$ cat config.mk
export PLATFORM = sky130hd
export DESIGN_NAME = decoder_3to8_strobe_flat
export DESIGN_NICKNAME = d
export VERILOG_FILES = /design/src/rtl/decoder_3to8_strobe_if.sv /design/src/rtl/decoder_3to8_strobe.sv /design/src/flat_wrapper.sv
export SDC_FILE = /design/constraint.sdc
export NUM_CORES = 1
export LEC_CHECK = 0
export CAP_MARGIN = 20
export CORE_MARGIN = 4
export CORE_UTILIZATION = 47
export CTS_CLUSTER_SIZE = 40
export DETAILED_ROUTE_END_ITERATION = 10
export PLACE_DENSITY = 0.77
export SYNTH_ARGS = -nofsm -noshare
export SYNTH_HDL_FRONTEND = slang
export SYNTH_SLANG_ARGS = --single-unit
$ cat constraint.sdc
create_clock -name clk -period 2.19 [get_ports clk]
set_input_delay 0.657 -clock clk [delete_from_list [all_inputs] [get_ports clk]]
set_output_delay 0.657 -clock clk [all_outputs]
set_load 0.1 [all_outputs]
$ cat src/rtl/decoder_3to8_strobe_if.sv
// Handshake and strobe-output bundle for decoder_3to8_strobe.
// The master side offers codes and the enable; the slave side is the decoder itself.
interface decoder_3to8_strobe_if #(
  parameter int DEPTH = 4
);
  logic                     in_valid;
  logic [2:0]               in_code;
  logic                     in_ready;
  logic                     en;
  logic [7:0]               out_onehot;
  logic                     out_busy;
  logic                     done_pulse;
  logic [$clog2(DEPTH):0]   fifo_count;

  modport master (
    output in_valid, in_code, en,
    input  in_ready, out_onehot, out_busy, done_pulse, fifo_count
  );

  modport slave (
    input  in_valid, in_code, en,
    output in_ready, out_onehot, out_busy, done_pulse, fifo_count
  );
endinterface

$ cat src/rtl/decoder_3to8_strobe.sv
// Queued 3-to-8 decoder: codes enter a small FIFO and are driven out as one-hot
// strobes held HOLD cycles, separated by GAP all-zero cycles.
module decoder_3to8_strobe #(
  parameter int DEPTH = 4,
  parameter int HOLD  = 3,
  parameter int GAP   = 1
) (
  input  logic                 clk,
  input  logic                 rst_n,
  decoder_3to8_strobe_if.slave bus
);

  localparam int AW = (DEPTH > 1) ? $clog2(DEPTH) : 1;
  localparam int CW = AW + 1;
  localparam int HW = (HOLD > 1) ? $clog2(HOLD) : 1;
  localparam int GW = (GAP > 1) ? $clog2(GAP) : 1;
  localparam logic [HW-1:0] HOLD_LOAD = HW'(HOLD - 1);
  localparam logic [GW-1:0] GAP_LOAD  = GW'((GAP > 0) ? GAP - 1 : 0);
  localparam logic [CW-1:0] FULL      = CW'(DEPTH);

  typedef enum logic [1:0] {
    ST_IDLE,
    ST_DRIVE,
    ST_GAP
  } state_t;

  logic [2:0]    mem [DEPTH];
  logic [AW-1:0] wr_ptr;
  logic [AW-1:0] rd_ptr;
  logic [CW-1:0] count;

  state_t        state;
  state_t        state_n;
  logic [HW-1:0] hold_cnt;
  logic [HW-1:0] hold_n;
  logic [GW-1:0] gap_cnt;
  logic [GW-1:0] gap_n;
  logic [7:0]    out_q;
  logic [7:0]    out_n;
  logic          busy_q;

  logic          push;
  logic          pop;
  logic          can_pop;
  logic [2:0]    head;

  // in_ready looks only at the stored count, so a full FIFO refuses even when a pop is due.
  assign bus.in_ready   = (count != FULL);
  assign push           = bus.in_valid && bus.in_ready;
  assign can_pop        = (count != '0) && bus.en;
  assign head           = mem[rd_ptr];

  assign bus.out_onehot = out_q;
  assign bus.out_busy   = busy_q;
  assign bus.fifo_count = count;
  assign bus.done_pulse = (state == ST_DRIVE) && (hold_cnt == '0);

  always_ff @(posedge clk) begin
    if (push) begin
      mem[wr_ptr] <= bus.in_code;
    end
  end

  always_ff @(posedge clk or negedge rst_n) begin
    if (!rst_n) begin
      wr_ptr <= '0;
      rd_ptr <= '0;
      count  <= '0;
    end else begin
      if (push) begin
        wr_ptr <= wr_ptr + AW'(1);
      end
      if (pop) begin
        rd_ptr <= rd_ptr + AW'(1);
      end
      case ({push, pop})
        2'b10:   count <= count + CW'(1);
        2'b01:   count <= count - CW'(1);
        default: count <= count;
      endcase
    end
  end

  always_ff @(posedge clk or negedge rst_n) begin
    if (!rst_n) begin
      state    <= ST_IDLE;
      hold_cnt <= '0;
      gap_cnt  <= '0;
      out_q    <= '0;
      busy_q   <= 1'b0;
    end else begin
      state    <= state_n;
      hold_cnt <= hold_n;
      gap_cnt  <= gap_n;
      out_q    <= out_n;
      busy_q   <= (state_n != ST_IDLE);
    end
  end

  // Every pop loads the output register in the same edge, so the line select never goes multi-hot.
  always_comb begin
    state_n = state;
    hold_n  = hold_cnt;
    gap_n   = gap_cnt;
    out_n   = out_q;
    pop     = 1'b0;
    case (state)
      ST_IDLE: begin
        out_n = '0;
        if (can_pop) begin
          pop     = 1'b1;
          out_n   = 8'd1 << head;
          hold_n  = HOLD_LOAD;
          state_n = ST_DRIVE;
        end
      end
      ST_DRIVE: begin
        if (hold_cnt != '0) begin
          hold_n = hold_cnt - HW'(1);
        end else if (GAP > 0) begin
          out_n   = '0;
          gap_n   = GAP_LOAD;
          state_n = ST_GAP;
        end else if (can_pop) begin
          pop    = 1'b1;
          out_n  = 8'd1 << head;
          hold_n = HOLD_LOAD;
        end else begin
          out_n   = '0;
          state_n = ST_IDLE;
        end
      end
      ST_GAP: begin
        out_n = '0;
        if (gap_cnt != '0) begin
          gap_n = gap_cnt - GW'(1);
        end else if (can_pop) begin
          pop     = 1'b1;
          out_n   = 8'd1 << head;
          hold_n  = HOLD_LOAD;
          state_n = ST_DRIVE;
        end else begin
          state_n = ST_IDLE;
        end
      end
      default: begin
        out_n   = '0;
        state_n = ST_IDLE;
      end
    endcase
  end

endmodule

$ cat src/flat_wrapper.sv
// flat-port wrapper written by rule: the top's interface ports become plain ports
module decoder_3to8_strobe_flat 
#(
  parameter int DEPTH = 4,
  parameter int HOLD  = 3,
  parameter int GAP   = 1
)
  (clk, rst_n, bus_in_valid, bus_in_code, bus_en, bus_in_ready, bus_out_onehot, bus_out_busy, bus_done_pulse, bus_fifo_count);
  decoder_3to8_strobe_if #(.DEPTH(DEPTH)) bus_i ();
  input  logic clk;
  input  logic rst_n;
  input wire logic [$bits(bus_i.in_valid)-1:0] bus_in_valid;
  input wire logic [$bits(bus_i.in_code)-1:0] bus_in_code;
  input wire logic [$bits(bus_i.en)-1:0] bus_en;
  output wire logic [$bits(bus_i.in_ready)-1:0] bus_in_ready;
  output wire logic [$bits(bus_i.out_onehot)-1:0] bus_out_onehot;
  output wire logic [$bits(bus_i.out_busy)-1:0] bus_out_busy;
  output wire logic [$bits(bus_i.done_pulse)-1:0] bus_done_pulse;
  output wire logic [$bits(bus_i.fifo_count)-1:0] bus_fifo_count;
  assign bus_i.in_valid = bus_in_valid;
  assign bus_i.in_code = bus_in_code;
  assign bus_i.en = bus_en;
  assign bus_in_ready = bus_i.in_ready;
  assign bus_out_onehot = bus_i.out_onehot;
  assign bus_out_busy = bus_i.out_busy;
  assign bus_done_pulse = bus_i.done_pulse;
  assign bus_fifo_count = bus_i.fifo_count;
  decoder_3to8_strobe #(.DEPTH(DEPTH), .HOLD(HOLD), .GAP(GAP)) u_core (.clk(clk), .rst_n(rst_n), .bus(bus_i));
endmodule
==> results.toml, run 1 <==
[run_status]
status = "finished clean"

[cts]
clock_latency_ns = 0.32
cts_max_path_buffers = 2
clk_pin_slew_ns = 0.09
postCtsHoldBufs = 0
cts_buffers = 5
ctsRootBufferMaster = "clkbuf_4"
cts.sinks = 32
cts_htree_levels = 2
cts_tree = "built"

[yosys]
synth_enable_flop_cells = 12
postSynthCellCount = 99
synth_top_area_cell = "dfrtp_1"
synth_cell_types = 31
ys_ff_latch = 32
syn_avg_cell_area_um2 = 14.27
ys_seq_area_share_pct = 60.94
syn-cell-area_mm2 = 0.001413
yosysTopAreaCellShare_pct = 35.43
synth_most_common_cell = "dfrtp_1"
synth_top_cells_by_area = "dfrtp_1 35%, edfxtp_1 26%, ha_1 5.3%, mux4_2 4.8%, inv_1 3.2%"
synth_nets = 113
ys_top_cells_by_count = "20 x dfrtp_1, 12 x edfxtp_1, 12 x inv_1"
yosysWarnings = 0
synthArstFlopShare_pct = 62.50
synth-main-ff-cell = "dfrtp_1"

[placement]
port_buffers = 20
place_congestion = 0.7498
placed_cell_area_mm2 = 0.001764
hpwl_mm = 1.873

[setup_path]
crit_path_max_fanout = 6
worstSetupStartpoint = "u_core.bus.fifo_count[0]"
critPathArrivalTime_ns = 2.37
endpoint_kind = "register"
r2r-start = "u_core.bus.fifo_count[0]"
crit_type = "register to register"
required_ns = 2.44
r2r-end = "u_core.bus.fifo_count[2]"
start_kind = "register"
regToRegSetupSlack_ns = 0.07
ff2ff_path_depth = 9
endpoint = "u_core.bus.fifo_count[2]"

[route]
via_per_inst = 5.272
wl_per_cell_um = 14.69
drt-initial-drc-count = 15
vias = 891
drt-total-wl_mm = 2.483
drt_pass1_iterations = 4
ant_nets = 0
drc = 0

[floorplan]
start_util_pct = 50.36
dieArea_mm2 = 0.003946
die_h_um = 62.82
io_pins = 21
rows = 19
dieWidth_um = 62.82
core_mm2 = 0.002805

[timing]
post-route-period-util_pct = 96.70
finClkSkew_ns = 0.006545
final_max_slew_viol_count = 0
period_minus_slack_ns = 2.118
setup_viol = 0
worstMarginPinSlew_ns = 0.5714
fmax_mhz = 472.2
hold_viol = 0
maxSlewHeadroom_pct = 61.74
rsz0062_at_grt = "true"

[finish]
n_antenna_cell = 0
drive_above_1_share_pct = 39.86
syn_to_final_growth_pct = 32.51
design_area_mm2 = 0.001872
nNetsFinal = 151

[global_route]
antenna_found_initial = 0
grt.total_usage_pct = 14.34
grt_pass1_wl_mm = 4.319
grt_pass1_vias = 936
gr-total-overflow = 0
grt_max_degree = 21

[min_path]
min_path_type = "register to register"

[flow_run]
max_cap_violations = 0
per-stage QoR:
step / cells / setup TNS [ns] / hold WS, ns / setup WS [ns] / util [%]
3_5_place_dp: 158 / -0.6154 / 0.4748 / -0.3728 / 62.89
4_1_cts: 165 / 0 / 0.4970 / 0.005745 / 65.08
3_3_place_gp: 158 / -0.5192 / 0.4675 / -0.3251 / 62.89
5_1_grt: 169 / -0.009319 / 0.5279 / -0.009319 / 66.73
2_1_floorplan: 99 / -0.7950 / 0.3614 / -0.3103 / -
6_report: 169 / 0 / 0.4923 / 0.07218 / 66.73
cell families (layout without fill, tap and decap cells):
kind of cell               Yosys count  in the layout  share of synthesized area [%]
muxes                                6              6                          6.997
and+or+nand+nor                     24             24                          11.16
adders and majority gates            7              7                          6.732
DFF                                 32             32                          60.94
AOI/OAI and AO/OA                   11             11                          6.466
buffers and inverters               13             52                          3.986
xor gates and xnor gates             6              6                          3.720
worst min-delay path by stage:
stage / cells past startpoint / start / slack (ns) / endpoint
4_1_cts: 2 / u_core.bus.out_onehot[5] / 0.50 / u_core.bus.out_onehot[5]
5_1_grt: 1 / u_core.bus.out_onehot[3] / 0.53 / u_core.bus.out_onehot[3]
3_3_place_gp: 1 / u_core.hold_cnt[0] / 0.47 / u_core.hold_cnt[0]
3_5_place_dp: 2 / u_core.bus.out_onehot[5] / 0.47 / u_core.bus.out_onehot[5]
6_report: 2 / u_core.bus.out_onehot[5] / 0.49 / u_core.bus.out_onehot[5]
2_1_floorplan: 0 / rst_n / 0.36 / u_core.bus.fifo_count[1]
layer usage:
layer,vias up,global-route usage [%],wire length (um)
li1,434,-,-
met1,426,17.58,1105
met2,26,22.24,1197
met3,5,4.496,134
met4,0,8.264,46
met5,-,0,0
cells in the final DEF, fill, tap and decap left out, drive strengths merged, types with 4 or more instances in the layout:
cell type       n
buf            26
dfrtp          20
edfxtp         12
inv            12
clkbuf          8
clkdlybuf4s50   6
ha              6
nand2           4
and3            4
xnor2           4
a32o            4
worst max-delay path, cell delays in order (launching register included):
cell and delay [ns]:
dfrtp_4 0.48, or3b_4 0.42, and2_4 0.16, inv_2 0.06, ha_4 0.12, inv_2 0.04
fa_2 0.37, xor2_1 0.14, nor2_1 0.11, xor2_1 0.14
registers in the layout, indices dropped and copies added (netlist names):
name / cells
u_core.bus.fifo_count: 3
u_core.bus.out_busy: 1
u_core.bus.out_onehot: 8
u_core.hold_cnt: 2
u_core.mem: 12
u_core.rd_ptr: 2
u_core.state: 2
u_core.wr_ptr: 2
area by class of cell:
class / instances / area (um2)
multi-input combinational: 54 / 531.8
tap: 31 / 38.79
clock buffer: 8 / 68.82
timing repair buffer: 32 / 317.8
sequential: 32 / 869.6
fill: 212 / 933.4
inverter: 12 / 45.04
what timing repair did:
item                       4_1_cts  5_1_grt
gates resized for setup          1        4
setup buffers                    0        4
pin swaps                        0        3
setup endpoints to repair        2        2
gates cloned                     0        0
Power of run 1 is left out: the tool's default activity adds up to more than one toggle a clock period on the data nets, which glitch-free logic cannot reach.
==> run 2, diff against run 1 <==
Settings changed: CTS_CLUSTER_DIAMETER set to 40.
==> results of run 2 <==
Final layout, timing and power as in run 1 (identical DEF).
Power of run 2 is left out for the same reason.
